<file path="src/rtl/lbo_capture_pkg.sv">
// ============================================================================
// Module   : lbo_capture_pkg
// Purpose  : Shared encodings and widths for the LBO write-stream recorder.
// Revision : 1.0 - initial release
// ============================================================================
`default_nettype none

package lbo_capture_pkg;

    typedef enum logic [1:0] {
        IDLE  = 2'd0,
        ARMED = 2'd1,
        CAPT  = 2'd2,
        DONE  = 2'd3
    } cap_state_e;

    localparam logic [1:0] c_SEL_DATA = 2'd0;
    localparam logic [1:0] c_SEL_AT   = 2'd1;
    localparam logic [1:0] c_SEL_STAT = 2'd2;
    localparam logic [1:0] c_SEL_ZERO = 2'd3;

    localparam int c_LBO_ADDR_W = 17;
    localparam int c_TS_W       = 15;
    localparam int c_DATA_W     = 32;
    localparam int c_ENTRY_W    = c_TS_W + c_LBO_ADDR_W + c_DATA_W;

    localparam logic [c_TS_W-1:0] c_TS_MAX = '1;
    localparam logic [c_TS_W-1:0] c_TS_ONE = {{(c_TS_W-1){1'b0}}, 1'b1};

    // Timestamps stick at the ceiling so long captures never alias back to 0.
    function automatic logic [c_TS_W-1:0] ts_inc(input logic [c_TS_W-1:0] ts);
        return (ts == c_TS_MAX) ? ts : ts + c_TS_ONE;
    endfunction

endpackage

`default_nettype wire

</file>
<file path="src/rtl/lbo_capture_dpram.sv">
// ============================================================================
// Module   : capture_dpram
// Purpose  : Simple dual-port RAM, synchronous write, registered read.
// Revision : 1.0 - initial release
// ============================================================================
`default_nettype none

module capture_dpram #(
    parameter int WIDTH  = 64,
    parameter int ADDR_W = 5
) (
    input  logic              clk,
    input  logic              i_we,
    input  logic [ADDR_W-1:0] i_waddr,
    input  logic [WIDTH-1:0]  i_wdata,
    input  logic [ADDR_W-1:0] i_raddr,
    output logic [WIDTH-1:0]  o_rdata
);

    logic [WIDTH-1:0] r_mem [0:(1<<ADDR_W)-1];

    always_ff @(posedge clk) begin
        if (i_we) begin
            r_mem[i_waddr] <= i_wdata;
        end
        o_rdata <= r_mem[i_raddr];
    end

endmodule

`default_nettype wire

</file>
<file path="src/rtl/lbo_capture.sv">
// ============================================================================
// Module   : lbo_capture
// Purpose  : Armed recorder of LBO write strobes with timestamps and readback.
// Revision : 1.0 - initial release
// ============================================================================
`default_nettype none

module lbo_capture
    import lbo_capture_pkg::*;
#(
    parameter int DEPTH_LOG2   = 5,
    parameter int QUIET_CYCLES = 255
) (
    input  logic                     clk,
    input  logic                     rst,
    input  logic [31:0]              lbo_data,
    input  logic                     lbo_write,
    input  logic [16:0]              lbo_addr,
    input  logic                     arm,
    input  logic                     clear,
    input  logic [DEPTH_LOG2+1:0]    rd_addr,
    output logic [31:0]              rd_data,
    output logic [DEPTH_LOG2:0]      count,
    output logic [1:0]               state,
    output logic                     overflow
);

    localparam logic [DEPTH_LOG2:0] c_FULL       = (DEPTH_LOG2+1)'(1 << DEPTH_LOG2);
    localparam logic [DEPTH_LOG2:0] c_LAST       = (DEPTH_LOG2+1)'((1 << DEPTH_LOG2) - 1);
    localparam logic [DEPTH_LOG2:0] c_CNT_ONE    = {{DEPTH_LOG2{1'b0}}, 1'b1};
    localparam logic [7:0]          c_QUIET_LAST = 8'(QUIET_CYCLES - 1);
    localparam int                  c_PAD_W      = c_DATA_W - 3 - (DEPTH_LOG2 + 1);

    cap_state_e              r_state, w_state_nxt;
    logic [DEPTH_LOG2:0]     r_count, w_count_nxt;
    logic                    r_overflow, w_overflow_nxt;
    logic [c_TS_W-1:0]       r_ts, w_ts_nxt;
    logic [7:0]              r_quiet, w_quiet_nxt;
    logic                    w_store;
    logic [c_TS_W-1:0]       w_store_ts;

    logic [DEPTH_LOG2-1:0]   w_rd_idx;
    logic [c_ENTRY_W-1:0]    w_ram_q;
    logic [1:0]              r_sel;
    logic                    r_hit;
    logic [c_DATA_W-1:0]     r_stat;

    always_ff @(posedge clk) begin
        if (rst) begin
            r_state    <= IDLE;
            r_count    <= '0;
            r_overflow <= 1'b0;
            r_ts       <= '0;
            r_quiet    <= '0;
        end else begin
            r_state    <= w_state_nxt;
            r_count    <= w_count_nxt;
            r_overflow <= w_overflow_nxt;
            r_ts       <= w_ts_nxt;
            r_quiet    <= w_quiet_nxt;
        end
    end

    always_comb begin
        w_state_nxt    = r_state;
        w_count_nxt    = r_count;
        w_overflow_nxt = r_overflow;
        w_ts_nxt       = r_ts;
        w_quiet_nxt    = r_quiet;
        w_store        = 1'b0;
        w_store_ts     = r_ts;
        if (clear) begin
            w_state_nxt    = IDLE;
            w_count_nxt    = '0;
            w_overflow_nxt = 1'b0;
            w_ts_nxt       = '0;
            w_quiet_nxt    = '0;
        end else begin
            unique case (r_state)
                IDLE: begin
                    if (arm) begin
                        w_state_nxt    = ARMED;
                        w_count_nxt    = '0;
                        w_overflow_nxt = 1'b0;
                        w_ts_nxt       = '0;
                        w_quiet_nxt    = '0;
                    end
                end
                ARMED: begin
                    if (lbo_write) begin
                        w_store     = 1'b1;
                        w_store_ts  = '0;
                        w_count_nxt = c_CNT_ONE;
                        w_ts_nxt    = c_TS_ONE;
                        w_quiet_nxt = '0;
                        w_state_nxt = (r_count == c_LAST) ? DONE : CAPT;
                    end
                end
                CAPT: begin
                    w_ts_nxt = ts_inc(r_ts);
                    if (lbo_write) begin
                        w_store     = 1'b1;
                        w_count_nxt = r_count + c_CNT_ONE;
                        w_quiet_nxt = '0;
                        if (r_count == c_LAST) begin
                            w_state_nxt = DONE;
                        end
                    end else if (r_quiet == c_QUIET_LAST) begin
                        w_state_nxt = DONE;
                    end else begin
                        w_quiet_nxt = r_quiet + 8'd1;
                    end
                end
                DONE: begin
                    if (arm) begin
                        w_state_nxt    = ARMED;
                        w_count_nxt    = '0;
                        w_overflow_nxt = 1'b0;
                        w_ts_nxt       = '0;
                        w_quiet_nxt    = '0;
                    end else if (lbo_write && (r_count == c_FULL)) begin
                        w_overflow_nxt = 1'b1;
                    end
                end
                default: begin
                    w_state_nxt = IDLE;
                end
            endcase
        end
    end

    assign w_rd_idx = rd_addr[DEPTH_LOG2+1:2];

    capture_dpram #(
        .WIDTH  (c_ENTRY_W),
        .ADDR_W (DEPTH_LOG2)
    ) u_ram (
        .clk     (clk),
        .i_we    (w_store),
        .i_waddr (r_count[DEPTH_LOG2-1:0]),
        .i_wdata ({w_store_ts, lbo_addr, lbo_data}),
        .i_raddr (w_rd_idx),
        .o_rdata (w_ram_q)
    );

    // Validity and status are captured alongside the RAM read so all words share one latency;
    // comparing against the pre-write count hides an entry during the cycle it is written.
    always_ff @(posedge clk) begin
        if (rst) begin
            r_sel  <= c_SEL_ZERO;
            r_hit  <= 1'b0;
            r_stat <= '0;
        end else begin
            r_sel  <= rd_addr[1:0];
            r_hit  <= ({1'b0, w_rd_idx} < r_count);
            r_stat <= {r_state, r_overflow, {c_PAD_W{1'b0}}, r_count};
        end
    end

    always_comb begin
        rd_data = '0;
        unique case (r_sel)
            c_SEL_DATA: rd_data = r_hit ? w_ram_q[c_DATA_W-1:0] : '0;
            c_SEL_AT:   rd_data = r_hit ? w_ram_q[c_ENTRY_W-1:c_DATA_W] : '0;
            c_SEL_STAT: rd_data = r_stat;
            default:    rd_data = '0;
        endcase
    end

    assign count    = r_count;
    assign state    = r_state;
    assign overflow = r_overflow;

endmodule

`default_nettype wire

</file>
<file path="config.mk">
export PLATFORM = sky130hd
export DESIGN_NAME = lbo_capture
export DESIGN_NICKNAME = d
export VERILOG_FILES = /design/src/rtl/lbo_capture_pkg.sv /design/src/rtl/lbo_capture_dpram.sv /design/src/rtl/lbo_capture.sv
export SDC_FILE = /design/constraint.sdc
export NUM_CORES = 2
export LEC_CHECK = 0
export BUFFER_PORTS_ARGS = -buffer_cell sky130_fd_sc_hd__buf_2
export CORE_UTILIZATION = 49
export DETAILED_ROUTE_END_ITERATION = 10
export GPL_ROUTABILITY_DRIVEN = 0
export MAX_ROUTING_LAYER = met4
export PLACE_DENSITY = 0.67
export SLEW_MARGIN = 20
export SYNTH_ARGS = -nofsm -noshare
export SYNTH_HDL_FRONTEND = slang
export SYNTH_SLANG_ARGS = --single-unit
</file>
<file path="constraint.sdc">
create_clock -name clk -period 5.4 [get_ports clk]
set_clock_uncertainty 0.2 [all_clocks]
set_input_delay 1.35 -clock clk [delete_from_list [all_inputs] [get_ports clk]]
set_output_delay 1.35 -clock clk [all_outputs]
set_load 0.02 [all_outputs]
</file>
==> qor.yml <==
placement:
  io_buffers: 101
  place_ws_ns: 1.26
  place_inst: 6212
  hpwl_mm: 114
yosys:
  ys_types: 53
  synth_mux_area_share_pct: 13.9
  ys_warn_count: 0
  avgSynthCellArea_um2: 20.4
  yosys.area_share.adder_pct: 0.245
  ys_ff_latch: 2156
  synth_cells: 4010
  synth-simple-area-share_pct: 2.53
  syn_area_um2: 81800
  synth_compound_area_share_pct: 4.09
  synth-xor-area-share_pct: 0.0428
  synth_fp_nets: 4087
  synth_top_family_by_area: "multiplexers"
  ys_seq_area_share_pct: 77.8
power:
  internal_power_mw: 26.4
  clockPowerShare_pct: 40.7
  leakagePower_nw: 29.8
  max-vdd-ir-drop_mv: 0.376
  power_density_nw_per_um2: 362
  p_comb_share_pct: 4.1
  p_seq_share_pct: 55.2
  switching_share_pct: 20.9
  p_sw_mw: 6.95
timing:
  hold_viol_final: 0
  slew_viol_final: 0
  setup_slack_ns: 0.612
  fmax_mhz: 209
  rsz0062_at_grt: "false"
  tns_ns: 0
  hold_ws_ns: 0.307
  setup_viol: 0
  tightest_slew_ns: 1.18
  min_period_ns: 4.79
  finalCritPeriodShare_pct: 88.7
  relSlewSlack_pct: 21.5
clock_tree:
  insertion_delay_ns: 0.83
  htreeDepth: 4
  numCtsBuffers: 204
  path_clk_slew_ns: 0.06
  clock_sinks: 2156
  cts-resized-gates: 0
  holdBufCountCts: 0
  cts_setup_buffers: 0
  cts_buffer_depth: 3
  tritoncts: "built"
  cts-root-buf: "clkbuf_16"
grt:
  grt_overflow: 0
  grt_start_max_net_pins: 89
  grt_pass1_wl_mm: 292
  antenna_found_initial: 7
  grt_use_met3_pct: 4.04
  grt_pass1_vias: 40800
  top_usage_layer: "met2"
  met2_usage_pct: 38.4
  grt_util_met1_pct: 34.7
  grt_util_all_layers_pct: 24.9
job:
  cap_violations: 0
cells_and_area:
  register_area_um2: 63700
  syn2layout_area_growth_pct: 12.5
  multi_input_area_um2: 17300
  layout_commonest_cell: "edfxtp_1"
  final_cell_mix: "edfxtp_1, mux2i_1, a22oi_1"
  num-fill-cells: 12300
  final_core_util_pct: 55.6
  nNetsFinal: 4306
  fin_cells: 6597
  drive_gt1_share_pct: 20.4
routing:
  vias: 41600
  wire_per_inst_um: 31.0
  remaining_drc_errors: 30
  vias_per_cell: 6.31
  drt_iter0_markers: 5323
  antenna_left: 0
  routed_wirelength_mm: 205
  drtPass1Iterations: 9
die:
  die_w_um: 411
  initial_core_util_pct: 49.5
  die_y_um: 411
  core-area_um2: 165000
  io_pins: 102
  dieArea_um2: 169000
  rows: 149
worst_setup_path:
  crit_type: "reg2out"
  worstSetupStartpointType: "register"
  crit_required_ns: 3.85
  worstPathMaxFanout: 33
  critPathCaptureType: "output port"
  cp.arrival_ns: 3.24
status:
  status: "finished with violations"
  violations: "DRC"
worst_hold_path:
  hold_path_class: "reg2reg"
==> per-stage QoR <==
step                cell area, um^2  total power [mW]
floorplan                     81800              19.5
global placement              85700              20.1
detailed placement            85700              20.1
CTS                           92000              33.5
global route                  92000              34.2
finish                        92000              33.3
==> critical path: stages, from the launching register on <==
cell and delay, ns:
dfxtp_4 0.93, mux2i_1 0.33, o21ai_0 0.80, buf_2 0.30
==> Yosys cell counts, drive strengths merged <==
master   instances  area [um^2]
edfxtp        2048        61500
mux2i          432         4320
a22oi          322         2420
mux4           312         7030
buf            149          815
nand3          118          596
dfxtp          108         2160
nor2            84          318
clkbuf          78          295
nand4           52          325
nand2           39          146
a31oi           34          213
and2            25          156
a22o            24          210
o21ai           23          115
a21oi           19         95.1
ha              16          200
nor2b           16          100
inv             12         45.0
and3             8         50.1
nor3             7         40.0
nor3b            7         62.6
o311ai           7         61.3
nand2b           6         37.5
o41ai            6         52.6
or4              6         45.0
nor4             5         31.3
or2              5         31.3
and3b            4         35.0
and4             4         35.0
o31ai            4         30.0
or3              4         25.0
xnor2            4         35.0
a211o            3         26.3
a2111oi          2         17.5
a211oi           2         15.0
a21o             2         15.0
a41oi            2         17.5
nand3b           2         15.0
nand4b           2         17.5
o211ai           2         15.0
o21bai           2         15.0
o221a            1         11.3
o2bb2ai          1         8.76
o41a             1         11.3
==> sequential cells by signal (all words and copies together), names as in the netlist, 2 cells and up <==
name,flops
count,6
r_quiet,8
r_sel,2
r_stat,9
r_ts,15
state,2
u_ram.o_rdata,64
u_ram.r_mem,2048
==> worst paths after layout <==
check | from | endpoint | slack [ns] | cells after the start
max | r_sel[0] | rd_data[30] | 0.61 | 3
min | r_quiet[7] | r_quiet[7] | 0.31 | 2
max reg2reg | state[0] | u_ram.r_mem[19][14] | 1.89 | 6
min reg2reg | r_quiet[7] | r_quiet[7] | 0.31 | 2
==> power by group through the flow <==
stage	Clock, mW	Sequential (mW)	Combinational [mW]
after global placement	0	18.7	1.34
after detailed placement	0	18.7	1.36
final	13.6	18.4	1.36
after CTS	13.7	18.4	1.36
after floorplan	0	18.7	0.807
after global routing	14.4	18.4	1.44
==> routing by layer <==
layer	wire length [um]	vias up
li1	-	17200
met4	5280	0
met5	0	-
met2	98000	2076
met1	83000	22100
met3	18500	342
==> area by class of cell <==
type | count | share of cell area, %
inverters | 12 | 0.0490
multi-input cells | 1615 | 18.8
flip-flops and latches | 2156 | 69.2
well taps | 2189 | 2.98
clock buffers | 277 | 6.05
repair buffers | 240 | 2.09
diodes | 7 | 0.0190
clock inverters | 101 | 0.791
==> cells by family (layout without fill, tap and decap cells) <==
family | after synthesis | count (layout)
compound gates | 457 | 457
xor+xnor | 4 | 4
fa+ha+maj | 16 | 16
buf+inv | 239 | 630
flops | 2156 | 2156
mux | 744 | 744
other cells | 0 | 7
simple gates | 394 | 394
Note: power is estimated with default switching activity, not from simulation.
